$ cat config.mk
export PLATFORM = sky130hd
export DESIGN_NAME = rob_multi_commit
export DESIGN_NICKNAME = d
export VERILOG_FILES = /design/src/rtl/rob_multi_commit.sv
export SDC_FILE = /design/constraint.sdc
export NUM_CORES = 2
export LEC_CHECK = 0
export CAP_MARGIN = 20
export CORE_MARGIN = 10
export CORE_UTILIZATION = 35
export DETAILED_ROUTE_END_ITERATION = 12
export GPL_TIMING_DRIVEN = 0
export SLEW_MARGIN = 20
export SYNTH_ARGS = -nofsm -noshare
export SYNTH_HDL_FRONTEND = slang
export SYNTH_SLANG_ARGS = --single-unit
$ cat constraint.sdc
create_clock -name clk -period 20.2 [get_ports clk]
set_input_delay 2.02 -clock clk [delete_from_list [all_inputs] [get_ports clk]]
set_output_delay 2.02 -clock clk [all_outputs]
set_load 0.05 [all_outputs]
$ cat src/rtl/rob_multi_commit.sv
// rob_multi_commit: reorder buffer with NUM_WB writeback ports and up to COMMIT_W in-order retirements per cycle
module rob_multi_commit #(
    parameter int DEPTH    = 16,
    parameter int IDX_W    = $clog2(DEPTH),
    parameter int NUM_WB   = 2,
    parameter int COMMIT_W = 2,
    parameter int XLEN     = 32
) (
    input  logic                     clk,
    input  logic                     rst,
    input  logic                     flush_in,
    input  logic                     alloc_valid,
    output logic                     alloc_ready,
    input  logic [1:0]               alloc_kind,
    input  logic [4:0]               alloc_rd,
    input  logic [XLEN-1:0]          alloc_pc,
    input  logic                     alloc_pred_taken,
    input  logic                     alloc_done,
    input  logic [XLEN-1:0]          alloc_val,
    output logic [IDX_W-1:0]         alloc_id,
    input  logic [NUM_WB-1:0]        wb_valid,
    input  logic [NUM_WB*IDX_W-1:0]  wb_id,
    input  logic [NUM_WB*XLEN-1:0]   wb_val,
    input  logic [NUM_WB*XLEN-1:0]   wb_addr,
    input  logic [NUM_WB-1:0]        wb_taken,
    input  logic [2*IDX_W-1:0]       q_id,
    output logic [1:0]               q_ready,
    output logic [2*XLEN-1:0]        q_val,
    input  logic                     mem_st_ready,
    output logic                     mem_st_valid,
    output logic [XLEN-1:0]          mem_st_addr,
    output logic [XLEN-1:0]          mem_st_data,
    output logic [COMMIT_W-1:0]      rf_we,
    output logic [COMMIT_W*5-1:0]    rf_rd,
    output logic [COMMIT_W*XLEN-1:0] rf_val,
    output logic                     bp_valid,
    output logic [XLEN-1:0]          bp_pc,
    output logic                     bp_taken,
    output logic                     bp_mispredict,
    output logic                     redirect_valid,
    output logic [XLEN-1:0]          redirect_pc,
    output logic [IDX_W-1:0]         head_id,
    output logic [IDX_W:0]           count
);
    localparam logic [1:0] K_REG = 2'd0, K_ST = 2'd1, K_BR = 2'd2, K_JALR = 2'd3;
    logic [DEPTH-1:0] valid, done, pred, taken, valid_n, done_n, ret_mask;
    logic [1:0] kind [DEPTH];
    logic [4:0] rd [DEPTH];
    logic [XLEN-1:0] pc [DEPTH];
    logic [XLEN-1:0] val [DEPTH];
    logic [XLEN-1:0] addr [DEPTH];
    logic [IDX_W-1:0] wid [NUM_WB];
    logic [IDX_W-1:0] tail, idx, head_n;
    logic [IDX_W:0] n_ret;
    logic alloc_fire, go, ok;
    logic [COMMIT_W-1:0] rf_we_n;
    logic [COMMIT_W*5-1:0] rf_rd_n;
    logic [COMMIT_W*XLEN-1:0] rf_val_n;
    logic st_n, bp_n, bp_taken_n, bp_mis_n, redir_n;
    logic [XLEN-1:0] st_addr_n, st_data_n, bp_pc_n, redir_pc_n;
    assign alloc_ready = count < (IDX_W+1)'(DEPTH);
    assign alloc_fire = alloc_valid && alloc_ready;
    assign alloc_id = tail;
    assign head_n = head_id + n_ret[IDX_W-1:0];
    for (genvar g = 0; g < NUM_WB; g++) begin : g_wid
        assign wid[g] = wb_id[g*IDX_W +: IDX_W];
    end
    for (genvar j = 0; j < 2; j++) begin : g_q
        assign q_ready[j] = valid[q_id[j*IDX_W +: IDX_W]] && done[q_id[j*IDX_W +: IDX_W]];
        assign q_val[j*XLEN +: XLEN] = val[q_id[j*IDX_W +: IDX_W]];
    end
    // In-order scan from head; a store or control op ends the scan so at most one of each retires.
    always_comb begin
        n_ret = '0;
        ret_mask = '0;
        go = 1'b1;
        ok = 1'b0;
        idx = head_id;
        rf_we_n = '0;
        rf_rd_n = '0;
        rf_val_n = '0;
        st_n = 1'b0;
        st_addr_n = '0;
        st_data_n = '0;
        bp_n = 1'b0;
        bp_pc_n = '0;
        bp_taken_n = 1'b0;
        bp_mis_n = 1'b0;
        redir_n = 1'b0;
        redir_pc_n = '0;
        for (int k = 0; k < COMMIT_W; k++) begin
            idx = head_id + IDX_W'(k);
            ok = go && valid[idx] && done[idx] && (kind[idx] != K_ST || mem_st_ready);
            if (ok) begin
                n_ret = n_ret + (IDX_W+1)'(1);
                ret_mask[idx] = 1'b1;
                rf_we_n[k] = (kind[idx] == K_REG || kind[idx] == K_JALR) && rd[idx] != 5'd0;
                rf_rd_n[k*5 +: 5] = rd[idx];
                rf_val_n[k*XLEN +: XLEN] = val[idx];
                if (kind[idx] == K_ST) begin
                    st_n = 1'b1;
                    st_addr_n = addr[idx];
                    st_data_n = val[idx];
                end
                if (kind[idx] == K_BR) begin
                    bp_n = 1'b1;
                    bp_pc_n = pc[idx];
                    bp_taken_n = taken[idx];
                    bp_mis_n = taken[idx] != pred[idx];
                    redir_n = taken[idx] != pred[idx];
                    redir_pc_n = taken[idx] ? addr[idx] : pc[idx] + XLEN'(4);
                end
                if (kind[idx] == K_JALR) begin
                    redir_n = 1'b1;
                    redir_pc_n = addr[idx];
                end
            end
            go = ok && kind[idx] == K_REG;
        end
    end
    always_comb begin
        valid_n = valid & ~ret_mask;
        done_n = done;
        for (int i = 0; i < NUM_WB; i++)
            if (wb_valid[i] && valid[wid[i]]) done_n[wid[i]] = 1'b1;
        if (alloc_fire) begin
            valid_n[tail] = 1'b1;
            done_n[tail] = alloc_done;
        end
    end
    always_ff @(posedge clk) begin
        for (int i = 0; i < NUM_WB; i++)
            if (wb_valid[i] && valid[wid[i]]) begin
                val[wid[i]] <= wb_val[i*XLEN +: XLEN];
                addr[wid[i]] <= wb_addr[i*XLEN +: XLEN];
                taken[wid[i]] <= wb_taken[i];
            end
        if (alloc_fire) begin
            kind[tail] <= alloc_kind;
            rd[tail] <= alloc_rd;
            pc[tail] <= alloc_pc;
            pred[tail] <= alloc_pred_taken;
            val[tail] <= alloc_val;
        end
    end
    always_ff @(posedge clk) begin
        if (rst) begin
            head_id <= '0;
            tail <= '0;
            count <= '0;
            valid <= '0;
            done <= '0;
            rf_we <= '0;
            rf_rd <= '0;
            rf_val <= '0;
            mem_st_valid <= 1'b0;
            mem_st_addr <= '0;
            mem_st_data <= '0;
            bp_valid <= 1'b0;
            bp_pc <= '0;
            bp_taken <= 1'b0;
            bp_mispredict <= 1'b0;
            redirect_valid <= 1'b0;
            redirect_pc <= '0;
        end else if (flush_in) begin
            tail <= head_id;
            count <= '0;
            valid <= '0;
            rf_we <= '0;
            mem_st_valid <= 1'b0;
            bp_valid <= 1'b0;
            redirect_valid <= 1'b0;
        end else begin
            head_id <= head_n;
            done <= done_n;
            tail <= redir_n ? head_n : tail + IDX_W'(alloc_fire);
            count <= redir_n ? '0 : count + (IDX_W+1)'(alloc_fire) - n_ret;
            valid <= redir_n ? '0 : valid_n;
            rf_we <= rf_we_n;
            rf_rd <= rf_rd_n;
            rf_val <= rf_val_n;
            mem_st_valid <= st_n;
            mem_st_addr <= st_addr_n;
            mem_st_data <= st_data_n;
            bp_valid <= bp_n;
            bp_pc <= bp_pc_n;
            bp_taken <= bp_taken_n;
            bp_mispredict <= bp_mis_n;
            redirect_valid <= redir_n;
            redirect_pc <= redir_pc_n;
        end
    end
endmodule

# Yosys cells after proc, flatten, opt, wreduce, memory -nomap -nowiden

Memory sizes are Yosys's and may differ from the RTL's. A register that Yosys moved wholly into a read port is not among the register bits.
Index checks and enable logic that the tools add are counted.

$add $sub $neg: 8
$lt $le $gt $ge: 13
Equality and inequality tests: 10
Multiplexer cells: 115
Bitwise operators: 8
Reductions and logical operators: 30

Operators by type and width:

| operator                                                           | number |
|---|---|
| two-way mux 32 bit                                                 | 22 |
| two-way mux 16 bit                                                 | 8 |
| adder 32 x 3 -> 32 bit (second input constant)                     | 2 |
| bitwise mux 16 bit                                                 | 4 |
| OR 16 bit                                                          | 4 |
| binary-select mux 1 bit (select 4 bit)                             | 14 |
| two-way mux 4 bit                                                  | 12 |
| two-way mux 1 bit                                                  | 47 |
| less-than comparator 4 x 5 -> 1 bit (second input constant)        | 7 |
| demux 1 bit (select 4 bit)                                         | 5 |
| greater-or-equal comparator 4 x 1 -> 1 bit (second input constant) | 5 |
| logical AND 1 bit                                                  | 18 |
| bitwise AND 16 bit                                                 | 1 |
| inverter 16 bit                                                    | 1 |
| two-way mux 5 bit                                                  | 2 |
| nonzero test 5 bit                                                 | 2 |
| OR reduction 3 bit                                                 | 3 |
| == test 2 bit (second input constant)                              | 4 |
| adder 5 x 1 -> 5 bit                                               | 1 |
| less-than comparator 5 bit (second input constant)                 | 1 |
| subtractor 5 bit                                                   | 1 |
| adder 4 x 1 -> 4 bit                                               | 1 |
| adder 4 x 1 -> 4 bit (second input constant)                       | 1 |
| adder 4 bit                                                        | 1 |
| 9 further kinds                                                    | 17 |

Bits in registers: 286
Memory bits (writable): 1648
Bits of input ports: 226
Output and inout port bits: 289
Memories kept: 5

Memory list:

| name | depth | width | rd ports | clocked after Yosys merged registers in | write ports | RTL line | source |
|---|---|---|---|---|---|---|---|
| addr | 16    | 32    | 2        | 1                                       | 2           | 51       | `logic [XLEN-1:0] addr [DEPTH];` |
| pc   | 16    | 32    | 2        | 1                                       | 1           | 49       | `logic [XLEN-1:0] pc [DEPTH];` |
| val  | 16    | 32    | 4        | 1                                       | 3           | 50       | `logic [XLEN-1:0] val [DEPTH];` |
| rd   | 16    | 5     | 2        | 1                                       | 1           | 48       | `logic [4:0] rd [DEPTH];` |
| kind | 16    | 2     | 2        | 1                                       | 1           | 47       | `logic [1:0] kind [DEPTH];` |

# Depth between registers and ports, before layout

Depth in word-level cells: 13
Mapped depth: 37

# Worst setup path after synthesis

OpenSTA, ideal clock, no wires.

Kind: flip-flop to flip-flop
Start point: register head_id[0]
End point: register count[4]
Setup time: 0.115 ns
Arrival: 7.231 ns
Required time: 20.085 ns
Slack: 12.854 ns
Cell stages (with the launch flop): 37
Cell sequence: dfxtp_1 buf_4 inv_1 ha_1 buf_6 buf_12 buf_12 buf_12 buf_12 buf_12 buf_4 buf_6 buf_4 buf_2 mux4_2 mux4_2 ha_1 inv_1 o21ai_0 a311oi_1 o21ai_2 or2_1 buf_4 inv_2 buf_6 buf_2 ha_1 ha_1 inv_1 ha_1 inv_1 fa_1 inv_1 a21o_1 a21oi_1 xnor2_1 nor2_2

Cells in the longest elaborated chain, start to end: 10

RTL lines:

| what                                                                      | RTL line | source |
|---|---|---|
| start: declaration                                                        | 42       | `output logic [IDX_W-1:0] head_id,` |
| start signal: assignment                                                  | 174      | `head_id <= head_n;` |
| parallel branches: the longest is 10 deep, another holds subtractor 5 bit | n/a      |  |
| end signal: assignment                                                    | 177      | `count <= redir_n ? '0 : count + (IDX_W+1)'(alloc_fire) - n_ret;` |
| end: declaration                                                          | 43       | `output logic [IDX_W:0] count` |

Parallel ways; which one is timed is not known. The select of a mux whose other input is x is not followed.
A chain may end at the register's enable or synchronous reset.

==> qor.yml <==
status: "finished, final reports clean"
period_share_pct: 57.7
finalNetCount: 9202
period_minus_slack_ns: 11.65
worstMarginPinSlew_ns: 1.37
drtAntennaViolNets: 0
wl_um: 584000
initial_core_util_pct: 35.1
yosysWarningCount: 0
yosys.area_share.simple_pct: 6.46
synth-main-ff-cell: "edfxtp_1"
rsz0062_at_grt: "no"
cap_violations: 0
cts_resized: 0
ys_seq_elements: 1938
end_kind: "register"
cpMostUsedCell: "buf_2"
track_usage_pct: 31.4
core_area_mm2: 0.330
drcViolationCount: 0
firstDrtPassIters: 10
grt_pass1_wl_um: 773000
synth_seq_area_share_pct: 47.9
leakagePower_nw: 41.2
synth.largest_area_cell: "edfxtp_1"
grt_pass1_vias: 87900
vias: 92400
post_synth_mux_area_share_pct: 35.3
design_area_mm2: 0.136
fillers: 30100
via_per_inst: 6.82
path_cells: "buf_2 -> buf_2 -> buf_2 -> buf_2 -> buf_2 -> buf_2 -> buf_2 -> clkbuf_2 -> mux4_2 -> ha_1 -> clkbuf_2 -> nor2b_1 -> nor3_1 -> nor2_1 -> inv_1 -> clkbuf_1 -> ha_1 -> ha_1 -> inv_1 -> fa_1 -> or3_1 -> a21o_2 -> a21oi_1"
die_area_mm2: 0.354
cts_root_buf: "clkbuf_16"
cts_buffer_depth: 4
portBuffers: 465
die_x_um: 595
clk_pin_slew_ns: 0.07
synth.distinct_cells: 107
use_met2_pct: 44.5
worstSkewPairLatency_ns: 0.98
critical-path-top-delay-family: "buffers and inverters"
synthAdderAreaFrac_pct: 0.327
hold_viol_final: 0
antenna_found_initial: 116
crit_required_ns: 20.92
pwr_density_cell_mw_per_mm2: 69.9
synth_area_mm2: 0.116
ys_top_cells_by_area: "edfxtp_1 43%, mux4_2 24%, mux2i_1 5.2%"
place_hpwl_um: 432000
worst-path-buf-inv: 12
ir_drop_mv: 0.0769
synth_compound_gate_area_share_pct: 5.65
path_class: "reg -> reg"
drive_above_1_share_pct: 29.5
timing.fmax_mhz: 85.8
slew_headroom_pct: 8.46
busiest_layer: "met2"
synth_top_family_by_area: "multiplexers"
hold_start: "rf_val[46]"
met1_usage_pct: 38.6
grt_max_degree: 34
wl_per_cell_um: 43.1
drtIter0Drc: 17100
synthArstFlopShare_pct: 0
crit_slowest_cell: "inv_1"
gr-usage-met3_pct: 13.8
drv_slew: 0
cts_inserted_buffers: 223
clock_skew_ns: 0.133
grt-ovfl-total: 0
final_common_cell: "edfxtp_1"
fin_total_pwr_w: 0.00950
syn_area_per_cell_um2: 14.2
ios: 515
num_rows: 211
synth_edf_count: 1664
h-tree-depth: 4
fin_setup_tns_ns: 0
yosysTopAreaCellShare_pct: 43.2
worstHoldPathType: "reg -> reg"
arrival_ns: 12.36
cts.sinks: 1938
setup_viol: 0
crit_fanout: 10
place.gp.congestion: 1.02
die_y_um: 595
syn_inst: 8168
place_area_mm2: 0.128
ctsHoldBuffers: 0
synth_xor_area_share_pct: 0.449
final_core_util_pct: 41.2
post_cts_buffers: 0
slowest_delay_ns: 0.83
final_cell_mix: "1664 x edfxtp_1, 1248 x mux4_2, 1033 x nand2_1"
worst_setup_path_start_kind: "register"
synth_nets: 8423
area_growth_pct: 17.4
cts_tree: "done"
[state kept, by name, indices dropped and copies added (netlist names), 2 cells and up, named ones only]
name         cells
bp_pc           32
mem_st_data     32
taken           16
rd              80
done            16
valid           16
head_id          4
count            5
alloc_id         4
pred            16
addr           512
val            512
redirect_pc     32
rf_val          64
rf_we            2
kind            32
pc             512
rf_rd           10
mem_st_addr     32
[power breakdown]
group | internal [W] | total (W) | switching (W) | leakage, nW
sequential | 0.00437 | 0.00439 | 0.0000238 | 17.2
combinational | 0.000317 | 0.000861 | 0.000544 | 20.3
clock | 0.00240 | 0.00425 | 0.00185 | 3.67
total | 0.00709 | 0.00950 | 0.00241 | 41.2
[worst register-to-register path, delay by kind of cell, from the launching register on]
kind	cells	cell delay, ns
adder cells (fa/ha/maj)	4	1.08
AO/OA/AOI/OAI	2	0.71
AND/OR/NAND/NOR	4	1.71
multiplexers	1	0.52
flip-flops	1	0.40
buffers and inverters	12	6.98
[path summary, 6_finish.rpt]
kind,endpoint,slack (ns),cells after the start
hold reg to reg,rf_val[46],0.46,2
hold / removal,rf_val[46],0.46,2
setup / recovery,alloc_id[2],8.55,23
setup reg to reg,alloc_id[2],8.55,23
[logic make-up (layout without fill, tap and decap cells)]
family                     Yosys count  count (layout)
muxes                             2401            2401
DFF                               1938            1938
and+or+nand+nor                   1704            1704
AOI/OAI and AO/OA                 1100            1100
buffers and inverters              944            1904
xor gates and xnor gates            52              52
adders and majority gates           29              29
other                                0              57
[cell type report]
class	count	area, um^2	area share, %
Clock inverter	124	1160	0.858
Sequential cell	1938	55500	40.8
Antenna cell	57	143	0.105
Buffer	892	4480	3.30
Tap cell	4366	5460	4.02
Inverter	52	198	0.146
Clock buffer	282	6270	4.62
Timing Repair Buffer	554	6610	4.87
Multi-Input combinational cell	5286	56000	41.3
[cells in the mapped netlist, types with 18 or more instances]
master / count
mux2_2: 519
dfxtp_1: 274
mux2i_1: 600
mux4_1: 27
ha_1: 27
xnor2_1: 24
a211oi_1: 37
buf_1: 159
a22o_1: 18
a31oi_1: 34
clkbuf_1: 471
nand3_1: 261
nor2b_1: 18
nor3_1: 39
and3_1: 59
nor2_1: 153
a21oi_1: 95
o21ai_0: 655
buf_2: 138
xor2_1: 24
buf_6: 31
o211ai_1: 39
nand2b_1: 23
a21o_1: 43
and2_1: 25
a22oi_1: 29
mux4_2: 1248
nand2_1: 1033
edfxtp_1: 1664
buf_4: 74
inv_1: 49
a221oi_1: 39
[stage by stage]
stage	worst slack, ns	instances	hold WS [ns]
after detailed placement	9.30	13100	0.442
after global routing	8.93	13500	0.472
after global placement	6.52	13000	0.436
after CTS	9.21	13500	0.457
after floorplan	12.85	8168	0.476
final	8.55	13600	0.458
[per-layer routing]
metal	part of all wire, %	wire, um
met4	8.0	47000
met2	41	242000
met3	16	93000
met1	34	201000
met5	0.15	882
(Power assumes the default switching activity.)
